<file path="config.mk">
export PLATFORM = sky130hd
export DESIGN_NAME = mips_avalon_master
export DESIGN_NICKNAME = d
export VERILOG_FILES = /design/src/rtl/mips_avalon_master.sv
export SDC_FILE = /design/constraint.sdc
export NUM_CORES = 1
export LEC_CHECK = 0
export ABC_AREA = 0
export ABC_CLOCK_PERIOD_IN_PS = 1700
export CORE_ASPECT_RATIO = 2
export CORE_MARGIN = 4
export CORE_UTILIZATION = 38
export CTS_BUF_LIST = sky130_fd_sc_hd__clkbuf_8 sky130_fd_sc_hd__clkbuf_16
export DETAILED_ROUTE_END_ITERATION = 7
export PLACE_DENSITY = 0.86
export SKIP_LAST_GASP = 1
export SYNTH_ARGS = -nofsm -noshare
export SYNTH_HDL_FRONTEND = slang
export SYNTH_SLANG_ARGS = --single-unit
</file>
<file path="constraint.sdc">
create_clock -name clk -period 1.7 [get_ports clk]
set_input_delay 0.34 -clock clk [delete_from_list [all_inputs] [get_ports clk]]
set_output_delay 0.34 -clock clk [all_outputs]
set_load 0.01 [all_outputs]
</file>
<file path="src/rtl/mips_avalon_master.sv">
// Avalon-MM master shared by the instruction-fetch and data ports of the
// Harvard core. Only one transaction is in flight at a time. Sub-word loads
// are extracted and extended, and stores are steered onto byte lanes.
// Misaligned or reserved-size accesses fault without starting a bus cycle.
module mips_avalon_master #(
    parameter int ADDR_WIDTH     = 32,
    parameter bit DATA_PRIORITY  = 1'b1,
    parameter int TIMEOUT_CYCLES = 0
) (
    input  logic                  clk,
    input  logic                  reset,
    // instruction-fetch port
    input  logic                  i_req,
    input  logic [ADDR_WIDTH-1:0] i_addr,
    output logic                  i_ack,
    output logic [31:0]           i_rdata,
    output logic                  i_fault,
    // data port
    input  logic                  d_req,
    input  logic                  d_we,
    input  logic [1:0]            d_size,
    input  logic                  d_signed,
    input  logic [ADDR_WIDTH-1:0] d_addr,
    input  logic [31:0]           d_wdata,
    output logic                  d_ack,
    output logic [31:0]           d_rdata,
    output logic                  d_fault,
    // Avalon-MM master
    output logic [ADDR_WIDTH-1:0] address,
    output logic                  read,
    output logic                  write,
    input  logic                  waitrequest,
    output logic [31:0]           writedata,
    output logic [3:0]            byteenable,
    input  logic [31:0]           readdata
);

    typedef enum logic [1:0] {IDLE = 2'd0, BUS = 2'd1, RESP = 2'd2} state_t;

    localparam logic [1:0] SZ_BYTE = 2'b00;
    localparam logic [1:0] SZ_HALF = 2'b01;
    localparam logic [1:0] SZ_WORD = 2'b10;
    localparam int         CNT_W   = (TIMEOUT_CYCLES > 1) ? $clog2(TIMEOUT_CYCLES) : 1;

    state_t state_q, state_d;

    // context of the transaction in flight
    logic                  sel_data_q, sel_data_d;
    logic                  we_q, we_d;
    logic [1:0]            size_q, size_d;
    logic                  sext_q, sext_d;
    logic [1:0]            lane_q, lane_d;
    logic                  last_data_q, last_data_d;
    logic [CNT_W-1:0]      cnt_q, cnt_d;

    // registered outputs
    logic [ADDR_WIDTH-1:0] address_q, address_d;
    logic                  read_q, read_d;
    logic                  write_q, write_d;
    logic [31:0]           writedata_q, writedata_d;
    logic [3:0]            byteenable_q, byteenable_d;
    logic                  i_ack_q, i_ack_d;
    logic [31:0]           i_rdata_q, i_rdata_d;
    logic                  i_fault_q, i_fault_d;
    logic                  d_ack_q, d_ack_d;
    logic [31:0]           d_rdata_q, d_rdata_d;
    logic                  d_fault_q, d_fault_d;

    // request decode
    logic                  any_req;
    logic                  pick_data;
    logic                  req_fault;
    logic [3:0]            be_req;
    logic [31:0]           wdata_req;
    logic [7:0]            ld_byte;
    logic [15:0]           ld_half;
    logic [31:0]           load_ext;
    logic                  timed_out;

    // Arbitration: on a tie the fetch port wins straight after a data access, otherwise DATA_PRIORITY decides
    always_comb begin
        any_req = i_req | d_req;
        if (i_req && d_req) begin
            pick_data = last_data_q ? 1'b0 : DATA_PRIORITY;
        end else begin
            pick_data = d_req;
        end
    end

    // Alignment and size check for the selected requester
    always_comb begin
        req_fault = 1'b0;
        if (pick_data) begin
            case (d_size)
                SZ_BYTE: req_fault = 1'b0;
                SZ_HALF: req_fault = d_addr[0];
                SZ_WORD: req_fault = (d_addr[1:0] != 2'b00);
                default: req_fault = 1'b1;
            endcase
        end else begin
            req_fault = (i_addr[1:0] != 2'b00);
        end
    end

    // Little-endian lane steering; loads and fetches enable all four lanes
    always_comb begin
        be_req    = 4'b1111;
        wdata_req = d_wdata;
        if (pick_data && d_we) begin
            case (d_size)
                SZ_BYTE: begin
                    be_req    = 4'b0001 << d_addr[1:0];
                    wdata_req = {4{d_wdata[7:0]}};
                end
                SZ_HALF: begin
                    be_req    = d_addr[1] ? 4'b1100 : 4'b0011;
                    wdata_req = {2{d_wdata[15:0]}};
                end
                default: begin
                    be_req    = 4'b1111;
                    wdata_req = d_wdata;
                end
            endcase
        end
    end

    // Load lane extraction with sign or zero extension
    always_comb begin
        case (lane_q)
            2'd0:    ld_byte = readdata[7:0];
            2'd1:    ld_byte = readdata[15:8];
            2'd2:    ld_byte = readdata[23:16];
            default: ld_byte = readdata[31:24];
        endcase
        ld_half = lane_q[1] ? readdata[31:16] : readdata[15:0];
        case (size_q)
            SZ_BYTE: load_ext = {{24{sext_q & ld_byte[7]}}, ld_byte};
            SZ_HALF: load_ext = {{16{sext_q & ld_half[15]}}, ld_half};
            default: load_ext = readdata;
        endcase
    end

    // A stalled cycle that would be the TIMEOUT_CYCLES-th one aborts the transfer
    assign timed_out = (TIMEOUT_CYCLES != 0) && waitrequest &&
                       (int'(cnt_q) == TIMEOUT_CYCLES - 1);

    // FSM state register
    always_ff @(posedge clk) begin
        // NOTE: reset is synchronous, so it is tested inside the clocked block and wins over any transition
        if (reset) begin
            state_q <= IDLE;
        end else begin
            state_q <= state_d;
        end
    end

    // FSM next-state logic
    always_comb begin
        state_d = state_q;
        case (state_q)
            IDLE:    if (any_req) state_d = req_fault ? RESP : BUS;
            BUS:     if (!waitrequest || timed_out) state_d = RESP;
            RESP:    state_d = IDLE;
            default: state_d = IDLE;
        endcase
    end

    // FSM output logic: next values of the Avalon signals, the responses and the transfer context
    always_comb begin
        // NOTE: every signal gets a default before the case so no path leaves it unassigned (no latch)
        address_d    = address_q;
        read_d       = read_q;
        write_d      = write_q;
        writedata_d  = writedata_q;
        byteenable_d = byteenable_q;
        sel_data_d   = sel_data_q;
        we_d         = we_q;
        size_d       = size_q;
        sext_d       = sext_q;
        lane_d       = lane_q;
        last_data_d  = last_data_q;
        cnt_d        = cnt_q;
        i_ack_d      = 1'b0;
        i_rdata_d    = '0;
        i_fault_d    = 1'b0;
        d_ack_d      = 1'b0;
        d_rdata_d    = '0;
        d_fault_d    = 1'b0;
        case (state_q)
            IDLE: begin
                if (any_req) begin
                    sel_data_d  = pick_data;
                    last_data_d = pick_data;
                    we_d        = pick_data & d_we;
                    size_d      = pick_data ? d_size : SZ_WORD;
                    sext_d      = pick_data & d_signed;
                    lane_d      = pick_data ? d_addr[1:0] : 2'b00;
                    if (req_fault) begin
                        i_ack_d   = ~pick_data;
                        i_fault_d = ~pick_data;
                        d_ack_d   = pick_data;
                        d_fault_d = pick_data;
                    end else begin
                        address_d    = pick_data ? {d_addr[ADDR_WIDTH-1:2], 2'b00}
                                                 : {i_addr[ADDR_WIDTH-1:2], 2'b00};
                        read_d       = ~we_d;
                        write_d      = we_d;
                        byteenable_d = be_req;
                        writedata_d  = wdata_req;
                        cnt_d        = '0;
                    end
                end
            end
            BUS: begin
                if (!waitrequest) begin
                    read_d       = 1'b0;
                    write_d      = 1'b0;
                    byteenable_d = 4'b0000;
                    if (sel_data_q) begin
                        d_ack_d   = 1'b1;
                        d_rdata_d = we_q ? 32'h0 : load_ext;
                    end else begin
                        i_ack_d   = 1'b1;
                        i_rdata_d = readdata;
                    end
                end else if (timed_out) begin
                    read_d       = 1'b0;
                    write_d      = 1'b0;
                    byteenable_d = 4'b0000;
                    i_ack_d      = ~sel_data_q;
                    i_fault_d    = ~sel_data_q;
                    d_ack_d      = sel_data_q;
                    d_fault_d    = sel_data_q;
                end else begin
                    cnt_d = cnt_q + 1'b1;
                end
            end
            default: ;
        endcase
    end

    // Output and context registers
    always_ff @(posedge clk) begin
        // NOTE: sequential state uses non-blocking assignments so every flop samples pre-edge values
        if (reset) begin
            address_q    <= '0;
            read_q       <= 1'b0;
            write_q      <= 1'b0;
            writedata_q  <= '0;
            byteenable_q <= '0;
            sel_data_q   <= 1'b0;
            we_q         <= 1'b0;
            size_q       <= '0;
            sext_q       <= 1'b0;
            lane_q       <= '0;
            last_data_q  <= 1'b0;
            cnt_q        <= '0;
            i_ack_q      <= 1'b0;
            i_rdata_q    <= '0;
            i_fault_q    <= 1'b0;
            d_ack_q      <= 1'b0;
            d_rdata_q    <= '0;
            d_fault_q    <= 1'b0;
        end else begin
            address_q    <= address_d;
            read_q       <= read_d;
            write_q      <= write_d;
            writedata_q  <= writedata_d;
            byteenable_q <= byteenable_d;
            sel_data_q   <= sel_data_d;
            we_q         <= we_d;
            size_q       <= size_d;
            sext_q       <= sext_d;
            lane_q       <= lane_d;
            last_data_q  <= last_data_d;
            cnt_q        <= cnt_d;
            i_ack_q      <= i_ack_d;
            i_rdata_q    <= i_rdata_d;
            i_fault_q    <= i_fault_d;
            d_ack_q      <= d_ack_d;
            d_rdata_q    <= d_rdata_d;
            d_fault_q    <= d_fault_d;
        end
    end

    assign address    = address_q;
    assign read       = read_q;
    assign write      = write_q;
    assign writedata  = writedata_q;
    assign byteenable = byteenable_q;
    assign i_ack      = i_ack_q;
    assign i_rdata    = i_rdata_q;
    assign i_fault    = i_fault_q;
    assign d_ack      = d_ack_q;
    assign d_rdata    = d_rdata_q;
    assign d_fault    = d_fault_q;

endmodule

</file>
# After elaboration in Yosys (flattened, before gate mapping)
# Cells that the tools add are included.
[word_totals]
regBits = 147
latch_bits = 0
mem_bits_rw = 0
romBits = 0
input_bits = 137
out_inout_bits = 138
elab_cells = 93
n_memories = 0
[op_classes]
addsub = 0
multipliers = 0
n_div = 0
magnitude_cmp = 0
n_eq_ne = 9
shifts = 1
muxes = 39
bitwise = 11
reduce_logical = 16
[op_table]
columns = ["cell", "count"]
rows = [
  ["32-bit case mux with 2 select lines", 2],
  ["32-bit 2-to-1 mux", 2],
  ["8-bit case mux with 3 select lines", 1],
  ["4-bit 2-to-1 mux", 5],
  ["16-bit 2-to-1 mux", 1],
  ["4-bit case mux with 2 select lines", 2],
  ["1-bit 2-to-1 mux", 15],
  ["2-bit 2-to-1 mux", 5],
  ["2-bit by 1-bit equality test with 1-bit output, second input constant", 4],
  ["2-bit logical NOT", 4],
  ["1-bit case mux with 2 select lines", 4],
  ["2-bit != test, second input constant", 3],
  ["1-bit inverter", 6],
  ["2-bit nonzero test", 3],
  ["5-bit OR reduction", 1],
  ["1-bit AND", 4],
  ["2-bit equality test, second input constant", 2],
  ["2-bit case mux with 2 select lines", 1],
  ["2-bit AND reduction", 2],
  ["4-bit AND reduction", 1],
  ["4-bit OR reduction", 1],
  ["1-bit by 2-bit left shift with 4-bit output, first input constant", 1],
  ["1-bit case mux with 3 select lines", 1],
  ["3-bit AND reduction", 1],
  ["3 further kinds", 4],
]

# Depth between registers and ports, before layout
# Gate-level depths: netlist (run 1).
[depth]
word_depth = 7
mapped_depth = 7
ltp_nobuf = 4

# Worst setup path before layout (run 1)
# OpenSTA, ideal clock, no wires.
[synth_path]
path_type = "reg2reg"
from = "register lane_q[1]"
to = "register d_rdata_q[21] (netlist: d_rdata[21])"
setup_time_ns = 0.132
t_arrival_ns = 1.591
required_ns = 1.568
setup_slack_ns = -0.023
stages_incl_launch_ff = 7
n_path_buf = 2
synth_period_minus_slack_ns = 1.723
cell_sequence = "dfxtp_1 -> clkbuf_1 -> mux4_2 -> and2_1 -> o21ai_2 -> buf_2 -> a21oi_1"
[synth_via]
elab_chain_len = 4
word_cells_on_any_way = 8
classes_between = "eq/ne (2); mux (3); bitwise (2); reduce/logical (1)"
[synth_rtl]
columns = ["item", "line_no", "source"]
rows = [
  ["start: declaration", "52", "logic [1:0] lane_q, lane_d;"],
  ["start signal: assignment", "274", "lane_q <= lane_d;"],
  ["2-bit equality test, or another cell as far along", "129", "case (lane_q)"],
  ["8-bit case mux with 3 select lines", "129", ""],
  ["1-bit AND", "137", "SZ_BYTE: load_ext = {{24{sext_q & ld_byte[7]}}, ld_byte};"],
  ["32-bit case mux with 2 select lines (*)", "136", "case (size_q)"],
  ["end signal: assignment", "281", "d_rdata_q <= d_rdata_d;"],
  ["end: declaration", "66", "logic [31:0] d_rdata_q, d_rdata_d;"],
]
# Mark *: on every way between the ends. The rest lies on a longest branch, timed or not.
# A chain may end at the register's enable or synchronous reset.

# Final worst setup path (run 1)
[layout_path]
from = "register last_data_q"
to = "register address_q[28] (netlist: address[28])"
[layout_via]
elab_chain_len = 5
word_cells_on_any_way = 6
classes_between = "mux (4); bitwise (1); reduce/logical (1)"
[layout_rtl]
columns = ["item", "line_no", "source"]
rows = [
  ["start: declaration", "53", "logic last_data_q, last_data_d;"],
  ["start signal: assignment", "275", "last_data_q <= last_data_d;"],
  ["1-bit 2-to-1 mux (*)", "n/a", ""],
  ["1-bit 2-to-1 mux (*)", "83", "if (i_req && d_req) begin"],
  ["1-bit 2-to-1 mux", "93", "if (pick_data) begin"],
  ["1-bit inverter (no source line)", "n/a", ""],
  ["3-bit AND reduction (no source line)", "n/a", ""],
  ["end signal: assignment", "265", "address_q <= address_d;"],
  ["end: declaration", "57", "logic [ADDR_WIDTH-1:0] address_q, address_d;"],
]
# Marks and branches as above.

==> reports/metrics.cfg, run 1 <==
[status]
status=completed

[cts]
clk_latency_ns=0.42
clkTransAtPathRegs_ns=0.06
numCtsBuffers=17
clockBufferDepth=2
ctsHoldBuffers=0
cts_tree=done
cts_sinks=145
clockRootBuffer=clkbuf_16
cts-htree-levels=4

[synth]
synth_edf_count=0
seq_area_frac_synth_pct=48.1
synth_area_leaders=dfxtp_1 48%, nand2_1 7.6%, a211oi_1 6.0%
synth-main-ff-cell=dfxtp_1
netlist_instances=670
yosysTopAreaCell=dfxtp_1
synth_seq_cells=145
synth_cell_type_count=48
postSynth.asyncResetShare_pct=0
syn_area_per_cell_um2=9.01
synth_top_area_share_pct=48.1
yosysWarningCount=0
syn_area_um2=6040

[global_route]
grt_pass1_wl_um=33300
grt_use_total_pct=23.1
first_global_vias=6438
gr-total-overflow=0
antenna_found_initial=0
grt_max_degree=47

[detailed_routing]
via_count=6434
drt-total-wl_um=23000
drc_errors=0
avgViaCountPerCell=5.38
routedWlPerCell_um=19.2
initialDrtViolationCount=222
postRouteAntennaNets=0
first_pass_iters=5

[power]
leakagePower_nw=4.15
vdd_drop_max_v=0.000750
switching_share_pct=27.8
switchingPower_w=0.00274
p_clk_share_pct=40.9
power_density_nw_per_um2=954
seqPwrFrac_pct=37.7
total_power_w=0.00985
intPower_w=0.00711
combPwrFrac_pct=21.4

[hold_path]
hold_path_startpoint=reset
whs_path_depth=2
hold_end=we_q
hold_class=input pin to register

[setup_path]
path_max_fanout=16
end_kind=register
startpoint_type=register
rr_endpoint=address[28]
path_class=register to register
crit_required_ns=2.02
rr_worst_depth=7
rrSetupSlack_ns=0.006
reg2reg_from=last_data_q
arrival_ns=2.01

[die]
core_area_um2=15700
pin_count=275
rows=65
start_util_pct=38.5
fp.dieH_um=186
die_w_um=97.1
die_area_um2=18100

[place]
io_buffer_count=272
hpwl_um=16700
place_congestion=0.962

[cells_and_area]
final_common_cell=clkdlybuf4s50_1
n_antenna_cell=0
mostFrequentLayoutCells=247 x clkdlybuf4s50_1, 143 x dfxtp_1, 122 x nand2_1
drive_gt1_share_pct=15.3
finalCoreUtilization_pct=65.8
syn2layout_area_growth_pct=71.0
nNetsFinal=1120

[timing]
finalCritPeriodShare_pct=99.6
setup_violations=0
fin_skew_ns=0.0111
min_period_ns=1.69
max_freq_mhz=590
final_hold_viol_count=0
maxSlewViolCount=0
grt_setup_unrepaired=yes

[run]
maxCapViolations=0

## worst max-delay path by stage
stage,from,to,depth (start not counted)
6_report,last_data_q,address[28],7
5_1_grt,last_data_q,writedata[23],7
4_1_cts,d_req,address[30],7
3_5_place_dp,d_req,writedata[18],7
3_3_place_gp,d_req,writedata[18],7
2_1_floorplan,lane_q[0],d_rdata[21],5
## layer usage
| metal | up-vias | wire (um) | global-route usage (%) | share of wire, % |
|---|---|---|---|---|
| met3 | 88 | 1360 | 4.74 | 5.9 |
| li1 | 3063 | - | - | - |
| met5 | - | 0 | 0 | 0 |
| met2 | 294 | 12800 | 44.8 | 56 |
| met4 | 0 | 1460 | 14.9 | 6.3 |
| met1 | 2989 | 7330 | 21.9 | 32 |
## sequential cells by signal, indices dropped and copies added, names as in the netlist, 2 cells and up
signal	cells
i_rdata	32
writedata	32
d_rdata	32
lane_q	2
size_q	2
byteenable	4
state_q	2
address	30
## cell families after synthesis
| family | share of synthesized area [%] |
|---|---|
| simple gates | 15.2 |
| buf+inv | 6.51 |
| mux | 4.50 |
| flops | 48.1 |
| compound gates | 25.7 |
| other cells | 0.0621 |
## power by group through the flow
stage                     Combinational, W  Clock, W  Sequential (W)
after floorplan                   0.000786         0         0.00385
after global placement             0.00195         0         0.00379
after detailed placement           0.00198         0         0.00379
after CTS                          0.00198   0.00407         0.00372
after global routing               0.00224   0.00422         0.00374
final                              0.00211   0.00403         0.00372
## synthesized netlist by cell type, drive strengths merged (3+ instances only)
library cell and number:
a211oi 48, a21oi 48, a221oi 23, a22o 5, a22oi 11, a311oi 30
and2 33, buf 28, clkbuf 36, dfxtp 145, inv 25, mux2 7
mux2i 17, nand2 122, nand2b 5, nand3 4, nor2 12, nor2b 3
nor3 8, o211ai 16, o21ai 12, o221ai 8, or2 4
## layout make-up
| cell class | count | area (um^2) |
|---|---|---|
| Clock buffer | 17 | 425 |
| Clock inverter | 15 | 211 |
| Fill cell | 1205 | 5370 |
| Inverter | 25 | 93.8 |
| Multi-Input combinational cell | 437 | 2820 |
| Sequential cell | 145 | 2910 |
| Tap cell | 201 | 251 |
| Timing Repair Buffer | 357 | 3620 |
## worst max-delay path, stage by stage, from the launching register on
cell and delay [ns]:
dfxtp_2 0.34, a21bo_4 0.25, buf_4 0.15, nor3_4 0.20
buf_12 0.15, clkbuf_16 0.17, a211oi_1 0.08, a311oi_1 0.25
## metrics by stage
stage	setup slack, ns	setup TNS (ns)	cell area (um^2)	hold WS (ns)	std cells
6_report	0.00644	0	10300	0.199	1197
5_1_grt	-0.0999	-0.380	10300	0.217	1197
4_1_cts	-0.0203	-0.0294	10100	0.185	1187
3_5_place_dp	-0.480	-43.90	9410	0.446	1154
3_3_place_gp	-0.428	-39.14	9410	0.445	1154
2_1_floorplan	0.00652	0	6040	0.431	671
## what timing repair did
action / 4_1_cts / 5_1_grt
setup buffers: 1 / 4
endpoints found under the setup margin: 20 / 82
cloned: 0 / 6
pin swaps: 0 / 5
endpoints found under the hold margin: 0 / 0
gates resized for setup: 16 / 22
(Power assumes the default switching activity.)
==> inputs of run 2 (changes only) <==
--- a/config.mk
+++ b/config.mk
@@ -7,7 +7,6 @@
 export LEC_CHECK = 0
 export ABC_AREA = 0
 export ABC_CLOCK_PERIOD_IN_PS = 1700
-export CORE_ASPECT_RATIO = 2
 export CORE_MARGIN = 4
 export CORE_UTILIZATION = 38
 export CTS_BUF_LIST = sky130_fd_sc_hd__clkbuf_8 sky130_fd_sc_hd__clkbuf_16
==> run 2 against run 1 <==
Effect of this change: die area fell by 0.68%; final area down 1.7%; register-to-register slack better by 0.06 ns; count of clock-buffer cells in the layout unchanged; clock skew about the same; routed wire length decreased by 1.1%; largest power group unchanged.
==> reports/metrics.cfg, run 2 (synthesis gave the netlist of run 1 again) <==
[place]
hpwl_um=16700  ; about the same
io_buffer_count=272  ; unchanged
post-place-ws_ns=-0.492  ; was -0.480 ns
place_congestion=0.905  ; was 0.962

[cts]
numCtsBuffers=17  ; unchanged
clk_latency_ns=0.42  ; about the same
ctsHoldBuffers=0  ; unchanged
clkTransAtPathRegs_ns=0.06  ; about the same
clockBufferDepth=2  ; unchanged
cts_tree=done  ; unchanged
clockRootBuffer=clkbuf_16  ; unchanged
cts_sinks=145  ; unchanged
cts-htree-levels=4  ; unchanged

[die]
die_w_um=134  ; was 97.1 um
rows=45  ; was 65
start_util_pct=39.3  ; was 38.5%
core_area_um2=15400  ; was 15700 um^2
die_area_um2=18000  ; was 18100 um^2
fp.dieH_um=134  ; was 186 um
pin_count=275  ; unchanged

[setup_path]
path_class=register to primary output  ; was register to register
rr_endpoint=d_rdata[19]  ; was address[28]
path_max_fanout=2  ; was 16
arrival_ns=1.33  ; was 2.01 ns
startpoint_type=register  ; unchanged
crit_required_ns=1.36  ; was 2.02 ns
crit_start=writedata[22]  ; was last_data_q
reg2reg_from=lane_q[0]  ; was last_data_q
cp_cell_sequence=clkdlybuf4s50_1  ; was a21bo_4, buf_4, nor3_4, buf_12, clkbuf_16, a211oi_1, a311oi_1
critical-path-slowest-cell=clkdlybuf4s50_1  ; was dfxtp_2
rr_worst_depth=5  ; was 7
cp_top_family=buffers and inverters  ; was compound AO/OA/AOI/OAI gates
rrSetupSlack_ns=0.07  ; was 0.006 ns
slowest_delay_ns=0.58  ; was 0.34 ns
end_kind=primary output  ; was register
crit_buf_inv=1  ; was 3

[power]
intPower_w=0.00687  ; was 0.00711 W
leakagePower_nw=4.18  ; was 4.15 nW
vdd_drop_max_v=0.000725  ; was 0.000750 V
p_clk_share_pct=40.0  ; was 40.9%
switching_share_pct=28.3  ; was 27.8%
seqPwrFrac_pct=38.8  ; was 37.7%
power_density_nw_per_um2=943  ; was 954 nW/um^2
switchingPower_w=0.00271  ; was 0.00274 W
combPwrFrac_pct=21.2  ; was 21.4%

[detailed_routing]
drc_errors=0  ; unchanged
wl_met2_um=11100  ; was 12800 um
initialDrtViolationCount=520  ; was 222
via_count=6497  ; was 6434
drt-total-wl_um=22700  ; was 23000 um
postRouteAntennaNets=0  ; unchanged
avgViaCountPerCell=5.43  ; was 5.38
routedWlPerCell_um=19.0  ; was 19.2 um
highest_layer=met4  ; unchanged
wl_met1_um=8270  ; was 7330 um
wl_met3_um=2420  ; was 1360 um
first_pass_iters=5  ; unchanged

[global_route]
first_global_vias=6419  ; was 6438
grt_use_total_pct=24.3  ; was 23.1%
antenna_found_initial=0  ; unchanged
gr-total-overflow=0  ; unchanged
grt_pass1_wl_um=34600  ; was 33300 um
grt_max_degree=40  ; was 47

[timing]
final_hold_viol_count=0  ; unchanged
setup_slack_ns=0.0266  ; was 0.00644 ns
max_freq_mhz=598  ; was 590 MHz
finalCritPeriodShare_pct=98.4  ; was 99.6%
relSlewSlack_pct=57.3
setup_violations=0  ; unchanged
fin_skew_ns=0.0107  ; was 0.0111 ns
maxSlewViolCount=0  ; unchanged
min_period_ns=1.67  ; was 1.69 ns
tns_ns=0  ; unchanged
hold_slack_ns=0.185  ; was 0.199 ns
tightest_slew_ns=0.641

[hold_path]
whs_path_depth=2  ; unchanged
hold_path_startpoint=reset  ; unchanged
hold_class=input pin to register  ; unchanged
hold_end=state_q[1]  ; was we_q

[cells_and_area]
nNetsFinal=1109  ; was 1120
syn2layout_area_growth_pct=68.2  ; was 71.0%
mostFrequentLayoutCells=238 x clkdlybuf4s50_1, 142 x dfxtp_1, 122 x nand2_1  ; was 247 x clkdlybuf4s50_1, 143 x dfxtp_1, 122 x nand2_1
final_common_cell=clkdlybuf4s50_1  ; unchanged
n_antenna_cell=0  ; unchanged
drive_gt1_share_pct=14.2  ; was 15.3%

[run]
maxCapViolations=0  ; unchanged

[status]
status=completed  ; unchanged

[run 2: cell count changes in the layout (fill, tap and decap cells not counted), sizes merged]
cell,before,now
clkdlybuf4s50,247,238
bufbuf,0,1
bufinv,3,2
clkinvlp,0,1
clkinv,3,4
inv,34,33
clkbuf,23,18
dlygate4sd2,11,14
dlymetal6s2s,13,19
buf,80,73
[run 2: worst max-delay path by stage]
| stage | to | depth (start not counted) | slack, ns |
|---|---|---|---|
| after floorplan | d_rdata[21] | 5 | 0.007 |
| after global placement | d_rdata[28] | 6 | -0.41 |
| after detailed placement | write | 6 | -0.49 |
| after CTS | address[3] | 1 | 0.0001 |
| after global routing | address[9] | 6 | -0.005 |
| final | writedata[22] | 1 | 0.03 |
[run 2: area by class of cell]
| type | count | area [um^2] |
|---|---|---|
| inverter | 25 | 93.8 |
| sequential | 145 | 2910 |
| timing repair buffer | 346 | 3480 |
| clock buffer | 17 | 425 |
| clock inverter | 15 | 171 |
| tap | 211 | 264 |
| multi-input combinational | 437 | 2820 |
| fill | 1161 | 5220 |
[run 2: routing by layer]
layer	track usage (%)	up-vias
li1	-	3043
met1	27.2	3011
met2	42.2	381
met3	8.29	62
met4	10.7	0
met5	0	-
[run 2: repair_timing]
item / 4_1_cts / 5_1_grt
buffers inserted: 1 / 0
cloned: 1 / 1
pin swaps: 2 / 5
endpoints found under the setup margin: 30 / 80
resized for setup: 18 / 32
[run 2: through the flow]
step | power [W] | utilization (%) | cell area [um^2] | std cells
after CTS | 0.00960 | 65.3 | 10000 | 1195
after global placement | 0.00574 | 61.2 | 9410 | 1161
after global routing | 0.00993 | 66.1 | 10200 | 1196
after detailed placement | 0.00578 | 61.2 | 9410 | 1161
after floorplan | 0.00464 | - | 6040 | 671
final | 0.00958 | 66.1 | 10200 | 1196
[run 2: power by group through the flow]
stage / Clock [W] / Sequential (W) / Combinational [W]
global route: 0.00403 / 0.00373 / 0.00217
floorplan: 0 / 0.00385 / 0.000786
finish: 0.00383 / 0.00371 / 0.00204
detailed placement: 0 / 0.00379 / 0.00199
CTS: 0.00388 / 0.00371 / 0.00202
global placement: 0 / 0.00378 / 0.00196
==> inputs of run 3 (changes only) <==
--- a/config.mk
+++ b/config.mk
@@ -7,7 +7,6 @@
 export LEC_CHECK = 0
 export ABC_AREA = 0
 export ABC_CLOCK_PERIOD_IN_PS = 1700
-export CORE_MARGIN = 4
 export CORE_UTILIZATION = 38
 export CTS_BUF_LIST = sky130_fd_sc_hd__clkbuf_8 sky130_fd_sc_hd__clkbuf_16
 export DETAILED_ROUTE_END_ITERATION = 7
==> run 3 against run 2 <==
Effect of this change: the flow now finishes with violations (negative setup slack); core utilization grew 0.29 points; clock skew up 0.0028 ns; sequential share of layout area is 0.14 points lower; power is 2.8% lower; fmax down 3.9%; sequential power barely moved; setup slack worse by 0.067 ns; critical path depth grew 7; critical path type is now input pin to register; largest cell class unchanged.
==> reports/metrics.cfg, run 3 (synthesis gave the netlist of run 1 again) <==
[cells_and_area]
multiInputGateArea_um2=2860  ; was 2820 um^2
ff_latch_area_um2=2910  ; about the same
finalCoreUtilization_pct=66.4  ; was 66.1%
syn2layout_area_growth_pct=68.9  ; was 68.2%
n_antenna_cell=0  ; unchanged
final_common_cell=clkdlybuf4s50_1  ; unchanged
drive_gt1_share_pct=14.7  ; was 14.2%
nNetsFinal=1112  ; was 1109
fillers=1142  ; was 1161
mostFrequentLayoutCells=243 x clkdlybuf4s50_1, 143 x dfxtp_1, 122 x nand2_1  ; was 238 x clkdlybuf4s50_1, 142 x dfxtp_1, 122 x nand2_1

[status]
status=finished with violations  ; was completed
violations=negative setup slack

[detailed_routing]
initialDrtViolationCount=421  ; was 520
postRouteAntennaNets=0  ; unchanged
first_pass_iters=5  ; unchanged
drt-total-wl_um=22100  ; was 22700 um
avgViaCountPerCell=5.48  ; was 5.43
routedWlPerCell_um=18.4  ; was 19.0 um
drc_errors=0  ; unchanged
via_count=6567  ; was 6497

[die]
rows=45  ; unchanged
core_area_um2=15400  ; unchanged
die_area_um2=16400  ; was 18000 um^2
pin_count=275  ; unchanged
die_w_um=128  ; was 134 um
fp.dieH_um=128  ; was 134 um
start_util_pct=39.3  ; unchanged

[timing]
final_hold_viol_count=0  ; unchanged
fin_skew_ns=0.0135  ; was 0.0107 ns
tns_ns=-0.0649  ; was 0 ns
finalCritPeriodShare_pct=102  ; was 98.4%
tightest_slew_ns=0.630  ; was 0.641 ns
maxSlewViolCount=0  ; unchanged
relSlewSlack_pct=58.0  ; was 57.3%
max_freq_mhz=575  ; was 598 MHz
min_period_ns=1.74  ; was 1.67 ns
grt_setup_unrepaired=yes
hold_slack_ns=0.264  ; was 0.185 ns
setup_violations=6  ; was 0
setup_slack_ns=-0.0404  ; was 0.0266 ns

[power]
leakagePower_nw=4.11  ; was 4.18 nW
vdd_drop_max_v=0.000748  ; was 0.000725 V
power_density_nw_per_um2=913  ; was 943 nW/um^2

[cts]
cts-htree-levels=4  ; unchanged
clk_latency_ns=0.43  ; was 0.42 ns
numCtsBuffers=17  ; unchanged
cts_sinks=145  ; unchanged
clockRootBuffer=clkbuf_16  ; unchanged
clockBufferDepth=2  ; unchanged
ctsHoldBuffers=0  ; unchanged
cts_tree=done  ; unchanged
clkTransAtPathRegs_ns=0.06  ; about the same

[setup_path]
rr_endpoint=address[20]  ; was d_rdata[19]
cp_top_family=buffers and inverters  ; unchanged
arrival_ns=2.02  ; was 1.33 ns
rrSetupSlack_ns=0.01  ; was 0.07 ns
crit_buf_inv=4  ; was 1
path_max_fanout=9  ; was 2
startpoint_type=input pin  ; was register
slowest_delay_ns=0.45  ; was 0.58 ns
rr_worst_depth=7  ; was 5
end_kind=register  ; was primary output
crit_start=i_req  ; was writedata[22]
reg2reg_from=last_data_q  ; was lane_q[0]
cp_cell_sequence=clkdlybuf4s50_1, buf_4, o21bai_2, nor3_4, buf_12, clkbuf_16, a211oi_1, a311oi_1  ; was clkdlybuf4s50_1
crit_required_ns=1.98  ; was 1.36 ns
critical-path-slowest-cell=clkdlybuf4s50_1  ; unchanged
path_class=input pin to register  ; was register to primary output

[hold_path]
hold_path_startpoint=readdata[15]  ; was reset
hold_class=input pin to register  ; unchanged
whs_path_depth=2  ; unchanged
hold_end=i_rdata[15]  ; was state_q[1]

[global_route]
first_global_vias=6158  ; was 6419
grt_pass1_wl_um=32400  ; was 34600 um
grt_use_total_pct=25.8  ; was 24.3%
gr-total-overflow=0  ; unchanged
antenna_found_initial=0  ; unchanged
grt_max_degree=52  ; was 40

[place]
place_congestion=0.937  ; was 0.905
post-place-ws_ns=-0.566  ; was -0.492 ns
hpwl_um=15400  ; was 16700 um
io_buffer_count=272  ; unchanged

[run]
maxCapViolations=0  ; unchanged

-- run 3: cell count changes in the layout (fill, tap and decap cells not counted), sizes merged --
| cell | before | now |
|---|---|---|
| dlygate4sd2 | 14 | 13 |
| clkdlybuf4s50 | 238 | 243 |
| clkbuf | 18 | 21 |
| dlymetal6s2s | 19 | 15 |
| inv | 33 | 32 |
| bufbuf | 1 | 0 |
| bufinv | 2 | 1 |
| buf | 73 | 74 |
| clkinvlp | 1 | 3 |
-- run 3: routing by layer --
metal | GRT usage [%] | wire length [um] | vias to the layer above
met3 | 7.14 | 2020 | 69
met4 | 13.1 | 989 | 0
met5 | 0 | 0 | -
met1 | 28.7 | 8160 | 3064
li1 | - | - | 3039
met2 | 45.2 | 10900 | 395
-- run 3: worst max-delay path by stage --
stage	slack, ns	to	cells past startpoint
3_5_place_dp	-0.57	write	6
2_1_floorplan	0.007	d_rdata[21]	5
6_report	-0.04	address[20]	8
5_1_grt	-0.10	address[19]	8
3_3_place_gp	-0.52	d_rdata[7]	6
4_1_cts	0.006	writedata[21]	7
-- run 3: layout make-up --
| class | instances | share of cell area [%] |
|---|---|---|
| inverter | 25 | 0.920 |
| clock buffer | 17 | 4.17 |
| clock inverter | 15 | 1.19 |
| sequential | 145 | 28.5 |
| tap | 211 | 2.59 |
| timing repair buffer | 349 | 34.7 |
| multi-input combinational | 437 | 28.0 |
-- run 3: metrics by stage --
stage | instances | area, um^2 | total power [W]
final | 1199 | 10200 | 0.00931
after global routing | 1199 | 10200 | 0.00967
after CTS | 1193 | 9960 | 0.00923
after detailed placement | 1161 | 9410 | 0.00576
after global placement | 1161 | 9410 | 0.00572
after floorplan | 671 | 6040 | 0.00464
-- run 3: what timing repair did --
| item | CTS | global route |
|---|---|---|
| setup endpoints to repair | 59 | 84 |
| resized for setup | 19 | 32 |
| buffers inserted | 0 | 1 |
| pin swaps | 0 | 15 |
| cloned | 0 | 5 |
-- run 3: report_power, final --
group / switching, W / leakage (nW) / internal, W / total, W
clock network: 0.00150 / 0.275 / 0.00200 / 0.00350
logic: 0.000987 / 2.65 / 0.00109 / 0.00208
registers: 0.000130 / 1.18 / 0.00360 / 0.00373
total: 0.00262 / 4.11 / 0.00669 / 0.00931
-- run 3: worst reg2reg max path: stages (launching register included) --
cell and delay [ns]:
dfxtp_2 0.36, a21bo_4 0.23, buf_12 0.13, nor3_4 0.19, buf_12 0.16, clkbuf_16 0.16
a211oi_1 0.09, a311oi_1 0.28
